==> src/rtl/vscale_mem_arbiter_pkg.sv <==
// Shared encodings for the two-master HASTI arbiter: bus constants,
// port FSM states and data-phase owner identifiers.
package vscale_mem_arbiter_pkg;

    localparam int HASTI_ADDR_WIDTH = 32;
    localparam int HASTI_BUS_WIDTH  = 32;

    localparam logic [1:0] HTRANS_IDLE   = 2'b00;
    localparam logic [1:0] HTRANS_NONSEQ = 2'b10;

    localparam logic HRESP_OKAY  = 1'b0;
    localparam logic HRESP_ERROR = 1'b1;

    localparam logic [2:0] HSIZE_WORD    = 3'd2;
    localparam logic [2:0] HBURST_SINGLE = 3'd0;
    localparam logic [3:0] HPROT_DEFAULT = 4'b0011;

    typedef enum logic [1:0] {
        M_IDLE = 2'd0,
        M_PEND = 2'd1,
        M_DATA = 2'd2
    } mstate_e;

    typedef enum logic [1:0] {
        OWN_NONE = 2'd0,
        OWN_IMEM = 2'd1,
        OWN_DMEM = 2'd2
    } owner_e;

endpackage

==> src/rtl/vscale_mem_arbiter_if.sv <==
// One HASTI (AHB-Lite) link; the same bundle serves both master ports
// and the slave port of the arbiter.
interface vscale_mem_arbiter_if #(
    parameter int ADDR_WIDTH = 32,
    parameter int BUS_WIDTH  = 32
);
    logic [ADDR_WIDTH-1:0] haddr;
    logic                  hwrite;
    logic [2:0]            hsize;
    logic [1:0]            htrans;
    logic [2:0]            hburst;
    logic [3:0]            hprot;
    logic                  hmastlock;
    logic [BUS_WIDTH-1:0]  hwdata;
    logic [BUS_WIDTH-1:0]  hrdata;
    logic                  hready;
    logic                  hresp;

    modport master (
        output haddr, hwrite, hsize, htrans, hburst, hprot, hmastlock, hwdata,
        input  hrdata, hready, hresp
    );

    modport slave (
        input  haddr, hwrite, hsize, htrans, hburst, hprot, hmastlock, hwdata,
        output hrdata, hready, hresp
    );

endinterface

==> src/rtl/vscale_arb_port.sv <==
// Per-master port: IDLE/PEND/DATA state machine plus a one-deep address
// buffer that holds an address phase the arbiter could not grant.
import vscale_mem_arbiter_pkg::*;

module vscale_arb_port #(
    parameter int ADDR_WIDTH = HASTI_ADDR_WIDTH
) (
    input  logic                  clk,
    input  logic                  reset,
    input  logic [1:0]            htrans_i,
    input  logic [ADDR_WIDTH-1:0] haddr_i,
    input  logic                  hwrite_i,
    input  logic [2:0]            hsize_i,
    input  logic                  grant_i,
    input  logic                  s_hready_i,
    output logic                  hready_o,
    output logic                  req_o,
    output logic [ADDR_WIDTH-1:0] haddr_o,
    output logic                  hwrite_o,
    output logic [2:0]            hsize_o
);

    mstate_e               state_q, state_d;
    logic [ADDR_WIDTH-1:0] haddr_q;
    logic                  hwrite_q;
    logic [2:0]            hsize_q;
    logic                  live;
    logic                  capture;

    always_comb begin
        hready_o = 1'b1;
        case (state_q)
            M_IDLE:  hready_o = 1'b1;
            M_PEND:  hready_o = 1'b0;
            M_DATA:  hready_o = s_hready_i;
            default: hready_o = 1'b1;
        endcase
    end

    assign live    = (htrans_i == HTRANS_NONSEQ) && hready_o;
    assign req_o   = live || (state_q == M_PEND);
    assign capture = live && !grant_i;

    // A pending master always replays its buffered address, never the live bus.
    assign haddr_o  = (state_q == M_PEND) ? haddr_q  : haddr_i;
    assign hwrite_o = (state_q == M_PEND) ? hwrite_q : hwrite_i;
    assign hsize_o  = (state_q == M_PEND) ? hsize_q  : hsize_i;

    always_comb begin
        state_d = state_q;
        case (state_q)
            M_IDLE: begin
                if (live) state_d = grant_i ? M_DATA : M_PEND;
            end
            M_PEND: begin
                if (grant_i) state_d = M_DATA;
            end
            M_DATA: begin
                if (s_hready_i) begin
                    if (live) state_d = grant_i ? M_DATA : M_PEND;
                    else      state_d = M_IDLE;
                end
            end
            default: state_d = M_IDLE;
        endcase
    end

    always_ff @(posedge clk) begin
        if (reset) state_q <= M_IDLE;
        else       state_q <= state_d;
    end

    always_ff @(posedge clk) begin
        if (capture) begin
            haddr_q  <= haddr_i;
            hwrite_q <= hwrite_i;
            hsize_q  <= hsize_i;
        end
    end

endmodule

==> src/rtl/vscale_mem_arbiter.sv <==
// Lets the instruction and data master ports of vscale_core share one
// HASTI slave: round-robin grant, data-phase owner tracking and muxing.
import vscale_mem_arbiter_pkg::*;

module vscale_mem_arbiter #(
    parameter int ADDR_WIDTH = HASTI_ADDR_WIDTH,
    parameter int BUS_WIDTH  = HASTI_BUS_WIDTH
) (
    input  logic                 clk,
    input  logic                 reset,
    vscale_mem_arbiter_if.slave  im,
    vscale_mem_arbiter_if.slave  dm,
    vscale_mem_arbiter_if.master s
);

    logic                  im_req, dm_req;
    logic                  im_grant, dm_grant;
    logic                  im_hready, dm_hready;
    logic [ADDR_WIDTH-1:0] im_addr, dm_addr;
    logic                  im_write, dm_write;
    logic [2:0]            im_size, dm_size;
    logic                  arb_en;

    owner_e                last_grant_q, last_grant_d;
    owner_e                owner_q, owner_d;
    logic [ADDR_WIDTH-1:0] haddr_q, haddr_d;
    logic                  hwrite_q, hwrite_d;
    logic [2:0]            hsize_q, hsize_d;

    logic                  unused_sideband;

    vscale_arb_port #(.ADDR_WIDTH(ADDR_WIDTH)) u_im_port (
        .clk        (clk),
        .reset      (reset),
        .htrans_i   (im.htrans),
        .haddr_i    (im.haddr),
        .hwrite_i   (im.hwrite),
        .hsize_i    (im.hsize),
        .grant_i    (im_grant),
        .s_hready_i (s.hready),
        .hready_o   (im_hready),
        .req_o      (im_req),
        .haddr_o    (im_addr),
        .hwrite_o   (im_write),
        .hsize_o    (im_size)
    );

    vscale_arb_port #(.ADDR_WIDTH(ADDR_WIDTH)) u_dm_port (
        .clk        (clk),
        .reset      (reset),
        .htrans_i   (dm.htrans),
        .haddr_i    (dm.haddr),
        .hwrite_i   (dm.hwrite),
        .hsize_i    (dm.hsize),
        .grant_i    (dm_grant),
        .s_hready_i (s.hready),
        .hready_o   (dm_hready),
        .req_o      (dm_req),
        .haddr_o    (dm_addr),
        .hwrite_o   (dm_write),
        .hsize_o    (dm_size)
    );

    // Reset gates the grant so nothing is issued while state is being cleared.
    assign arb_en = s.hready && !reset;

    always_comb begin
        im_grant = 1'b0;
        dm_grant = 1'b0;
        if (arb_en) begin
            if (im_req && dm_req) begin
                if (last_grant_q == OWN_IMEM) dm_grant = 1'b1;
                else                          im_grant = 1'b1;
            end else begin
                im_grant = im_req;
                dm_grant = dm_req;
            end
        end
    end

    always_comb begin
        last_grant_d = last_grant_q;
        owner_d      = owner_q;
        haddr_d      = haddr_q;
        hwrite_d     = hwrite_q;
        hsize_d      = hsize_q;
        if (im_grant) begin
            last_grant_d = OWN_IMEM;
            haddr_d      = im_addr;
            hwrite_d     = im_write;
            hsize_d      = im_size;
        end else if (dm_grant) begin
            last_grant_d = OWN_DMEM;
            haddr_d      = dm_addr;
            hwrite_d     = dm_write;
            hsize_d      = dm_size;
        end
        if (s.hready) begin
            if (im_grant)      owner_d = OWN_IMEM;
            else if (dm_grant) owner_d = OWN_DMEM;
            else               owner_d = OWN_NONE;
        end
    end

    always_ff @(posedge clk) begin
        if (reset) begin
            last_grant_q <= OWN_IMEM;
            owner_q      <= OWN_NONE;
            haddr_q      <= '0;
            hwrite_q     <= 1'b0;
            hsize_q      <= 3'd0;
        end else begin
            last_grant_q <= last_grant_d;
            owner_q      <= owner_d;
            haddr_q      <= haddr_d;
            hwrite_q     <= hwrite_d;
            hsize_q      <= hsize_d;
        end
    end

    assign s.htrans    = (im_grant || dm_grant) ? HTRANS_NONSEQ : HTRANS_IDLE;
    assign s.haddr     = haddr_d;
    assign s.hwrite    = hwrite_d;
    assign s.hsize     = hsize_d;
    assign s.hburst    = HBURST_SINGLE;
    assign s.hprot     = HPROT_DEFAULT;
    assign s.hmastlock = 1'b0;

    always_comb begin
        s.hwdata = '0;
        case (owner_q)
            OWN_IMEM: s.hwdata = im.hwdata;
            OWN_DMEM: s.hwdata = dm.hwdata;
            default:  s.hwdata = '0;
        endcase
    end

    assign im.hrdata = s.hrdata;
    assign dm.hrdata = s.hrdata;
    assign im.hready = im_hready;
    assign dm.hready = dm_hready;
    assign im.hresp  = (owner_q == OWN_IMEM) ? s.hresp : HRESP_OKAY;
    assign dm.hresp  = (owner_q == OWN_DMEM) ? s.hresp : HRESP_OKAY;

    // Masters' burst/protection attributes are replaced by fixed values.
    assign unused_sideband = ^{im.hburst, im.hprot, im.hmastlock,
                               dm.hburst, dm.hprot, dm.hmastlock};

endmodule

==> src/flat_wrapper.sv <==
// flat-port wrapper written by rule: the top's interface ports become plain ports
module vscale_mem_arbiter_flat 
#(
    parameter int ADDR_WIDTH = HASTI_ADDR_WIDTH,
    parameter int BUS_WIDTH  = HASTI_BUS_WIDTH
)
  (clk, reset, im_haddr, im_hwrite, im_hsize, im_htrans, im_hburst, im_hprot, im_hmastlock, im_hwdata, im_hrdata, im_hready, im_hresp, dm_haddr, dm_hwrite, dm_hsize, dm_htrans, dm_hburst, dm_hprot, dm_hmastlock, dm_hwdata, dm_hrdata, dm_hready, dm_hresp, s_haddr, s_hwrite, s_hsize, s_htrans, s_hburst, s_hprot, s_hmastlock, s_hwdata, s_hrdata, s_hready, s_hresp);
  vscale_mem_arbiter_if #(.ADDR_WIDTH(ADDR_WIDTH), .BUS_WIDTH(BUS_WIDTH)) im_i ();
  vscale_mem_arbiter_if #(.ADDR_WIDTH(ADDR_WIDTH), .BUS_WIDTH(BUS_WIDTH)) dm_i ();
  vscale_mem_arbiter_if #(.ADDR_WIDTH(ADDR_WIDTH), .BUS_WIDTH(BUS_WIDTH)) s_i ();
  input  logic clk;
  input  logic reset;
  input wire logic [$bits(im_i.haddr)-1:0] im_haddr;
  input wire logic [$bits(im_i.hwrite)-1:0] im_hwrite;
  input wire logic [$bits(im_i.hsize)-1:0] im_hsize;
  input wire logic [$bits(im_i.htrans)-1:0] im_htrans;
  input wire logic [$bits(im_i.hburst)-1:0] im_hburst;
  input wire logic [$bits(im_i.hprot)-1:0] im_hprot;
  input wire logic [$bits(im_i.hmastlock)-1:0] im_hmastlock;
  input wire logic [$bits(im_i.hwdata)-1:0] im_hwdata;
  output wire logic [$bits(im_i.hrdata)-1:0] im_hrdata;
  output wire logic [$bits(im_i.hready)-1:0] im_hready;
  output wire logic [$bits(im_i.hresp)-1:0] im_hresp;
  input wire logic [$bits(dm_i.haddr)-1:0] dm_haddr;
  input wire logic [$bits(dm_i.hwrite)-1:0] dm_hwrite;
  input wire logic [$bits(dm_i.hsize)-1:0] dm_hsize;
  input wire logic [$bits(dm_i.htrans)-1:0] dm_htrans;
  input wire logic [$bits(dm_i.hburst)-1:0] dm_hburst;
  input wire logic [$bits(dm_i.hprot)-1:0] dm_hprot;
  input wire logic [$bits(dm_i.hmastlock)-1:0] dm_hmastlock;
  input wire logic [$bits(dm_i.hwdata)-1:0] dm_hwdata;
  output wire logic [$bits(dm_i.hrdata)-1:0] dm_hrdata;
  output wire logic [$bits(dm_i.hready)-1:0] dm_hready;
  output wire logic [$bits(dm_i.hresp)-1:0] dm_hresp;
  output wire logic [$bits(s_i.haddr)-1:0] s_haddr;
  output wire logic [$bits(s_i.hwrite)-1:0] s_hwrite;
  output wire logic [$bits(s_i.hsize)-1:0] s_hsize;
  output wire logic [$bits(s_i.htrans)-1:0] s_htrans;
  output wire logic [$bits(s_i.hburst)-1:0] s_hburst;
  output wire logic [$bits(s_i.hprot)-1:0] s_hprot;
  output wire logic [$bits(s_i.hmastlock)-1:0] s_hmastlock;
  output wire logic [$bits(s_i.hwdata)-1:0] s_hwdata;
  input wire logic [$bits(s_i.hrdata)-1:0] s_hrdata;
  input wire logic [$bits(s_i.hready)-1:0] s_hready;
  input wire logic [$bits(s_i.hresp)-1:0] s_hresp;
  assign im_i.haddr = im_haddr;
  assign im_i.hwrite = im_hwrite;
  assign im_i.hsize = im_hsize;
  assign im_i.htrans = im_htrans;
  assign im_i.hburst = im_hburst;
  assign im_i.hprot = im_hprot;
  assign im_i.hmastlock = im_hmastlock;
  assign im_i.hwdata = im_hwdata;
  assign im_hrdata = im_i.hrdata;
  assign im_hready = im_i.hready;
  assign im_hresp = im_i.hresp;
  assign dm_i.haddr = dm_haddr;
  assign dm_i.hwrite = dm_hwrite;
  assign dm_i.hsize = dm_hsize;
  assign dm_i.htrans = dm_htrans;
  assign dm_i.hburst = dm_hburst;
  assign dm_i.hprot = dm_hprot;
  assign dm_i.hmastlock = dm_hmastlock;
  assign dm_i.hwdata = dm_hwdata;
  assign dm_hrdata = dm_i.hrdata;
  assign dm_hready = dm_i.hready;
  assign dm_hresp = dm_i.hresp;
  assign s_haddr = s_i.haddr;
  assign s_hwrite = s_i.hwrite;
  assign s_hsize = s_i.hsize;
  assign s_htrans = s_i.htrans;
  assign s_hburst = s_i.hburst;
  assign s_hprot = s_i.hprot;
  assign s_hmastlock = s_i.hmastlock;
  assign s_hwdata = s_i.hwdata;
  assign s_i.hrdata = s_hrdata;
  assign s_i.hready = s_hready;
  assign s_i.hresp = s_hresp;
  vscale_mem_arbiter #(.ADDR_WIDTH(ADDR_WIDTH), .BUS_WIDTH(BUS_WIDTH)) u_core (.clk(clk), .reset(reset), .im(im_i), .dm(dm_i), .s(s_i));
endmodule
==> config.mk <==
export PLATFORM = sky130hd
export DESIGN_NAME = vscale_mem_arbiter_flat
export DESIGN_NICKNAME = d
export VERILOG_FILES = /design/src/rtl/vscale_mem_arbiter_pkg.sv /design/src/rtl/vscale_mem_arbiter_if.sv /design/src/rtl/vscale_arb_port.sv /design/src/rtl/vscale_mem_arbiter.sv /design/src/flat_wrapper.sv
export SDC_FILE = /design/constraint.sdc
export NUM_CORES = 1
export LEC_CHECK = 0
export CAP_MARGIN = 20
export CORE_ASPECT_RATIO = 0.75
export CORE_MARGIN = 2
export CORE_UTILIZATION = 43
export CTS_CLUSTER_SIZE = 8
export DETAILED_ROUTE_END_ITERATION = 8
export PLACE_DENSITY = 0.84
export SLEW_MARGIN = 0
export SYNTH_ARGS = -nofsm -noshare
export SYNTH_HDL_FRONTEND = slang
export SYNTH_SLANG_ARGS = --single-unit
==> constraint.sdc <==
create_clock -name clk -period 8.07 [get_ports clk]
set_input_delay 2.0175 -clock clk [delete_from_list [all_inputs] [get_ports clk]]
set_output_delay 2.0175 -clock clk [all_outputs]
set_load 0.005 [all_outputs]
-- Yosys cells after proc, flatten, opt, wreduce, memory -nomap -nowiden
Cells that the tools add are included.
- input bits: 192
- word-level logic and storage cells: 83
- output and inout port bits: 146
- register bits after elaboration: 116
- reductions and logical operators: 17
- multiplexer cells: 38
- eq/ne operators: 15
- operators with widths (cell ; number):
    32-bit 2-to-1 mux ; 4
    32-bit case mux with 2 select lines ; 1
    2-bit 2-to-1 mux ; 13
    1-bit 2-to-1 mux ; 12
    3-bit 2-to-1 mux ; 4
    2-bit case mux with 3 select lines ; 2
    2-bit equality test, second input constant ; 5
    2-bit by 1-bit equality test with 1-bit output, second input constant ; 4
    2-bit != test, second input constant ; 4
    1-bit logical AND ; 6
    3-bit AND reduction ; 2
    2-bit logical NOT ; 2
    2-bit by 1-bit != test with 1-bit output, second input constant ; 2
    1-bit case mux with 2 select lines ; 2
    1-bit logical NOT ; 3
    1-bit logical OR ; 3
    2-bit OR reduction ; 1

-- Logic depth before layout (Yosys ltp)
Gate-level depths: netlist of run 1.
- depth after elaboration: 11
- mapped depth: 7
- depth with buffers taken out: 4

-- Cells and area by module
Synthesis of run 1 repeated with hierarchy kept, for this count alone.
- cell total of the unflattened synthesis: 612
- area total of the unflattened synthesis: 6744.0 sq um
- modules (own cells, without submodules) (module ; area an instance (sq um) ; instances ; seq. area each (sq um) ; cells an instance):
    vscale_arb_port ; 1761.7 ; 2 ; 1121.1 ; 92
    vscale_mem_arbiter ; 3220.6 ; 1 ; 800.8 ; 428

-- Least setup slack after synthesis of run 1
Ideal clock, no wire load.
- path kind: input-to-output
- start point: input port reset
- end point: output port s_haddr[10]
- stages on the path: 7
- setup slack: 2.969 ns
- required time: 6.052 ns
- buffers on the path: 3
- arrival: 3.084 ns
- cells stage by stage: buf_2 > nand2b_1 > a41o_1 > buf_2 > buf_2 > nand2_1 > nand3_1
- word-level cells in the longest chain between the ends: 5
- elaborated cells between the ends (all ways): 6
- those cells by class: 4 x mux; 2 x reduce/logical
- RTL lines (what ; line ; RTL):
    start: declaration ; flat_wrapper.sv:12 ; input logic reset;
    1-bit logical NOT (*) ; vscale_mem_arbiter.sv:65 ; assign arb_en = s.hready && !reset;
    1-bit logical AND (*) ; vscale_mem_arbiter.sv:65 ;
    1-bit 2-to-1 mux ; vscale_mem_arbiter.sv:70 ; if (arb_en) begin
    32-bit 2-to-1 mux ; vscale_mem_arbiter.sv:92 ; end else if (dm_grant) begin
    32-bit 2-to-1 mux (*) ; vscale_mem_arbiter.sv:87 ; if (im_grant) begin
    end: declaration ; flat_wrapper.sv:35 ; output wire logic [$bits(s_i.haddr)-1:0] s_haddr;
Mark *: on every way between the ends. The rest lies on a longest branch, timed or not.

-- Worst setup path in the final report of run 1
- start point: input port s_hready
- end point: output port s_haddr[17]
- word-level cells in the longest chain between the ends: 8
- elaborated cells between the ends (all ways): 14
- those cells by class: 8 x mux; 6 x reduce/logical
- RTL lines (what ; line ; RTL):
    start: declaration ; flat_wrapper.sv:44 ; input wire logic [$bits(s_i.hready)-1:0] s_hready;
    1-bit case mux with 2 select lines ; vscale_arb_port.sv:32 ; case (state_q)
    1-bit logical AND ; vscale_arb_port.sv:40 ; assign live = (htrans_i == HTRANS_NONSEQ) && hready_o;
    1-bit logical OR ; vscale_arb_port.sv:41 ; assign req_o = live || (state_q == M_PEND);
    1-bit logical AND ; vscale_mem_arbiter.sv:71 ; if (im_req && dm_req) begin
    1-bit 2-to-1 mux ; vscale_mem_arbiter.sv:71 ;
    1-bit 2-to-1 mux ; vscale_mem_arbiter.sv:70 ;
    32-bit 2-to-1 mux ; vscale_mem_arbiter.sv:92 ;
    32-bit 2-to-1 mux (*) ; vscale_mem_arbiter.sv:87 ;
Marks and branches as above.

==> results of run 1 <==
[layout make-up]
cell class,count,area [µm²],area share
clock buffers,18,439.2,0.04946
clock inverters,13,158.9,0.01790
inverters,5,18.77,0.002114
multi-input cells,375,2674,0.3012
flip-flops and latches,116,3043,0.3427
well taps,200,250.2,0.02818
repair buffers,227,2295,0.2585
[registers in the layout (all words and copies together) (netlist names), 3 cells and up]
register,flops
u_core.haddr_q,32
u_core.u_dm_port.haddr_q,32
u_core.u_im_port.haddr_q,32
u_core.hsize_q,3
u_core.u_dm_port.hsize_q,3
u_core.u_im_port.hsize_q,3
[cells in the mapped netlist (4+ instances only)]
cell,instances,share of area
inv_1,5,0.0029
clkbuf_1,26,0.015
edfxtp_1,72,0.33
nor2_1,38,0.022
a31oi_1,37,0.036
mux2_2,27,0.047
nor2b_1,4,0.0039
buf_2,15,0.012
dfxtp_1,44,0.14
nand2b_1,11,0.011
buf_4,77,0.089
nand3_1,36,0.028
nand2_1,36,0.021
a22oi_1,32,0.037
buf_6,5,0.0087
o211ai_1,73,0.085
mux2_1,45,0.078
[final timing paths]
check | from | to | slack [ns] | depth (start not counted)
worst max-delay path | s_hready | s_haddr[17] | 1.29 | 7
worst max register to register | u_core.u_dm_port.state_q[0] | u_core.u_dm_port.hsize_q[1] | 5.13 | 5
worst min-delay path | u_core.last_grant_q[0] | u_core.last_grant_q[0] | 0.46 | 1
worst min register to register | u_core.last_grant_q[0] | u_core.last_grant_q[0] | 0.46 | 1
[power groups by stage]
stage | logic, µW | clock network [µW] | registers [µW]
after floorplan | 161 | 0 | 683
after global placement | 277 | 0 | 684
after detailed placement | 281 | 0 | 686
after CTS | 284 | 770 | 674
after global routing | 314 | 804 | 677
final | 292 | 764 | 674
[per-stage QoR]
stage          power (µW)  hold WS (ns)
3_3_place_gp        961.6        0.4355
3_5_place_dp        967.0        0.4469
5_1_grt              1795        0.4824
2_1_floorplan       844.0        0.4274
6_report             1731        0.4626
4_1_cts              1729        0.4575
[cells by family (layout without fill, tap and decap cells)]
family / after synthesis / after routing / synth area share
compound gates: 161 / 161 / 0.1809
fa+ha+maj: 2 / 2 / 0.003865
buf+inv: 128 / 263 / 0.1276
flops: 116 / 116 / 0.4700
mux: 72 / 72 / 0.1252
other cells: 2 / 9 / 0.001160
simple gates: 131 / 131 / 0.09122
[metal layers]
metal / GRT usage / share of wire
met1: 0.3225 / 0.42
met2: 0.3608 / 0.45
met3: 0.1082 / 0.12
met4: 0.05602 / 0.0051
met5: 0.06563 / 0.0072
[critical path, stage by stage]
cell and delay [ns]:
clkdlybuf4s50_1 0.65, nand2b_1 0.23, a21oi_4 0.75, buf_4 0.31, o211ai_1 0.12, nand3_1 0.15, clkdlybuf4s50_1 0.51
==> results_dict.tcl, run 1 <==
set metrics [dict create \
    status "finished clean" \
    syn_inst 612 \
    power_density_nw_per_um2 194.9 \
    num_rows 38 \
    die_area_um2 16060 \
    drt-initial-drc-count 481 \
    hold_buffers 0 \
    wl_per_cell_um 20.92 \
    rsz0062_at_grt "no" \
    period_share 0.8404 \
    io_buffers 216 \
    setup_slack_ns 1.288 \
    grt_pass1_vias 5254 \
    period_minus_slack_ns 6.782 \
    remaining_drc_errors 0 \
    detailed_place_hpwl_um 13490 \
    design_area_um2 8879 \
    worst_slew_pin_slew_ns 1.014 \
    final_core_util 0.6083 \
    cts_tree "built" \
    cts_resized 0 \
    cp.arrival_ns 4.76 \
    fillerInstances 1199 \
    clock_power_share 0.442 \
    hold_viol 0 \
    power_switching_uw 420.9 \
    nNetsFinal 936 \
    dpl-instance-area_um2 8195 \
    antenna_cells 0 \
    cts_buffers 17 \
    die_h_um 110.3 \
    placed_cells 919 \
    worstPathRequired_ns 6.05 \
    endpoint_kind "output pin" \
    vias 5421 \
    seqPwrFrac 0.390 \
    die_w_um 145.7 \
    fmax_mhz 147.5 \
    initial_core_util 0.4435 \
    area_delta_synth_final_pct 37.15 \
    cts.path.max_buffers 2 \
    cp_max_fo 31 \
    critical_path_class "input pin to output pin" \
    p_int_uw 1310 \
    avgSynthCellArea_um2 10.58 \
    clk_latency_ns 0.41 \
    io-pin-count 338 \
    cap_viol_max_count 0 \
    async_reset_ff_frac 0 \
    final_cell_mix "clkdlybuf4s50_1 (215), o211ai_1 (73), edfxtp_1 (72)" \
    layout_commonest_cell "clkdlybuf4s50_1" \
    maxSlewHeadroom 0.3243 \
    ys_ff_latch 116 \
    grt_max_degree 45 \
    vdd_drop_max_mv 0.1722 \
    grt_pass1_wl_um 30010 \
    p_sw_frac 0.2432 \
    grt_usage 0.2433 \
    p_leak_uw 0.003026 \
    place_ws_ns 1.285 \
    ys.flop_type "edfxtp_1" \
    fin_tns_setup_ns 0 \
    first_pass_iters 5 \
    antenna_found_initial 0 \
    postCtsSetupBuffers 0 \
    cts.sinks 116 \
    gp_congestion 0.7744 \
    slew_violations 0 \
    path_clk_slew_ns 0.05 \
    yosysWarnings 0 \
    p_comb_frac 0.169 \
    core_area_um2 14600 \
    finalWirelength_um 19960 \
    fin_skew_ns 0.01670 \
    synth_area_um2 6474 \
    htree_levels 4 \
    setup_violations 0 \
    grt_overflow 0 \
    hold_class "register to register" \
    drive_gt1_frac 0.1061 \
    avgViaCountPerCell 5.682 \
    clockRootBuffer "clkbuf_16" \
    synth_edf_count 72 \
    cp-start-kind "input pin" \
    synth.distinct_cells 36 \
    postRouteAntennaNets 0 \
    fin_cells 954 \
    synth_seq_area_share 0.4700 \
]
Power figures use the tool's default switching activity.
==> run 2: changes to the inputs <==
Settings changed: CORE_UTILIZATION 43 to 40, PLACE_DENSITY 0.84 to 0.79.
Clock period 8.07 ns to 6.3 ns, I/O delays scaled along.
==> results_dict.tcl, run 2 (synthesis results as in run 1) <==
set metrics [dict create \
    status "finished clean" \
    die_area_um2 17230 \
    finalWirelength_um 19750 \
    fin_skew_ns 0.01473 \
    path_delay_family "buffers and inverters" \
    cts_buffers 17 \
    grt_overflow 0 \
    worstPathRequired_ns 4.72 \
    power_uw 2212 \
    io-pin-count 338 \
    final_cell_mix "clkdlybuf4s50_1 (215), o211ai_1 (73), edfxtp_1 (72)" \
    initial_core_util 0.4068 \
    vias 5363 \
    grt_pass1_vias 5244 \
    rsz0062_at_grt "no" \
    htree_levels 4 \
    fmax_mhz 178.5 \
    detailed_place_hpwl_um 13420 \
    grt_usage 0.2251 \
    multi_input_comb_area_um2 2675 \
    drt-initial-drc-count 442 \
    final_core_util 0.5610 \
    path_common_cell "clkdlybuf4s50_1" \
    wl_per_cell_um 20.46 \
    path_clk_slew_ns 0.05 \
    hold_slack_ns 0.4661 \
    clk_latency_ns 0.42 \
    cts_resized 0 \
    register_area_um2 3043 \
    cp-start-kind "input pin" \
    cts.sinks 116 \
    drive_gt1_frac 0.1086 \
    avgViaCountPerCell 5.558 \
    p_leak_uw 0.003040 \
    place_ws_ns 0.7139 \
    postCtsSetupBuffers 0 \
    power_density_nw_per_um2 247.8 \
    antenna_found_initial 0 \
    worstPathCellList "clkdlybuf4s50_1 > nand2b_1 > o21a_2 > o211ai_1 > nand3_1 > clkdlybuf4s50_1" \
    remaining_drc_errors 0 \
    postRouteAntennaNets 0 \
    worst_slew_pin_slew_ns 1.096 \
    die_w_um 150.9 \
    endpoint_kind "output pin" \
    layout_commonest_cell "clkdlybuf4s50_1" \
    slowest_stage "o21a_2" \
    gp_congestion 0.7446 \
    slew_violations 0 \
    hold_class "register to register" \
    num_rows 40 \
    period_minus_slack_ns 5.601 \
    grt_pass1_wl_um 29340 \
    hold_buffers 0 \
    area_delta_synth_final_pct 37.92 \
    first_pass_iters 5 \
    cp_max_fo 40 \
    cap_viol_max_count 0 \
    die_h_um 114.2 \
    maxSlewHeadroom 0.2669 \
    slowest_delay_ns 0.74 \
    cts.path.max_buffers 2 \
    io_buffers 216 \
    fillerInstances 1338 \
    vdd_drop_max_mv 0.1975 \
    period_share 0.8891 \
    largestRegisters "u_core.haddr_q x32, u_core.u_dm_port.haddr_q x32, u_core.u_im_port.haddr_q x32" \
    setup_violations 0 \
    hold_viol 0 \
    fin_tns_setup_ns 0 \
    setup_slack_ns 0.6990 \
    cp.arrival_ns 4.03 \
    grt_max_degree 45 \
    cts_tree "built" \
    clockRootBuffer "clkbuf_16" \
    nNetsFinal 936 \
    antenna_cells 0 \
    path_buf_inv 2 \
    critical_path_class "input pin to output pin" \
    core_area_um2 15920 \
]
## run 2: changes by cell type in the layout (fill, tap and decap cells not counted), sizes merged
| cell | before | now |
|---|---|---|
| inv | 6 | 13 |
| clkinv | 6 | 3 |
| bufinv | 3 | 2 |
| clkbuf | 18 | 17 |
| clkinvlp | 3 | 2 |
## run 2: worst paths after layout
path | from | endpoint | slack [ns] | cells after the start
max | dm_htrans[0] | s_haddr[0] | 0.70 | 6
min reg2reg | u_core.last_grant_q[0] | u_core.last_grant_q[0] | 0.47 | 1
min | u_core.last_grant_q[0] | u_core.last_grant_q[0] | 0.47 | 1
max reg2reg | u_core.last_grant_q[0] | u_core.u_im_port.haddr_q[18] | 3.51 | 5
## run 2: per-layer routing
metal | GRT usage | part of all wire | vias up
met1 | 0.3111 | 0.43 | 2552
met2 | 0.3285 | 0.44 | 306
met5 | 0.04706 | 0.0055 | -
li1 | - | - | 2484
met3 | 0.09044 | 0.11 | 17
met4 | 0.04860 | 0.0069 | 4
## run 2: report_power, final
part | switching, µW | internal (µW) | leakage [µW] | total, µW
sequential | 12.8 | 851 | 0.00103 | 863
combinational | 176 | 200 | 0.00173 | 376
clock | 380 | 592 | 0.000288 | 973
## run 2: metrics by stage
step | area, µm² | cells
6_report | 8929 | 965
5_1_grt | 8929 | 965
4_1_cts | 8874 | 963
3_5_place_dp | 8282 | 931
3_3_place_gp | 8254 | 930
2_1_floorplan | 6500 | 619
## run 2: final cells by class
type | count | area share
tap | 210 | 0.02943
clock inverter | 15 | 0.01864
inverter | 5 | 0.002102
multi-input combinational | 375 | 0.2996
sequential | 116 | 0.3408
clock buffer | 17 | 0.04765
timing repair buffer | 227 | 0.2618
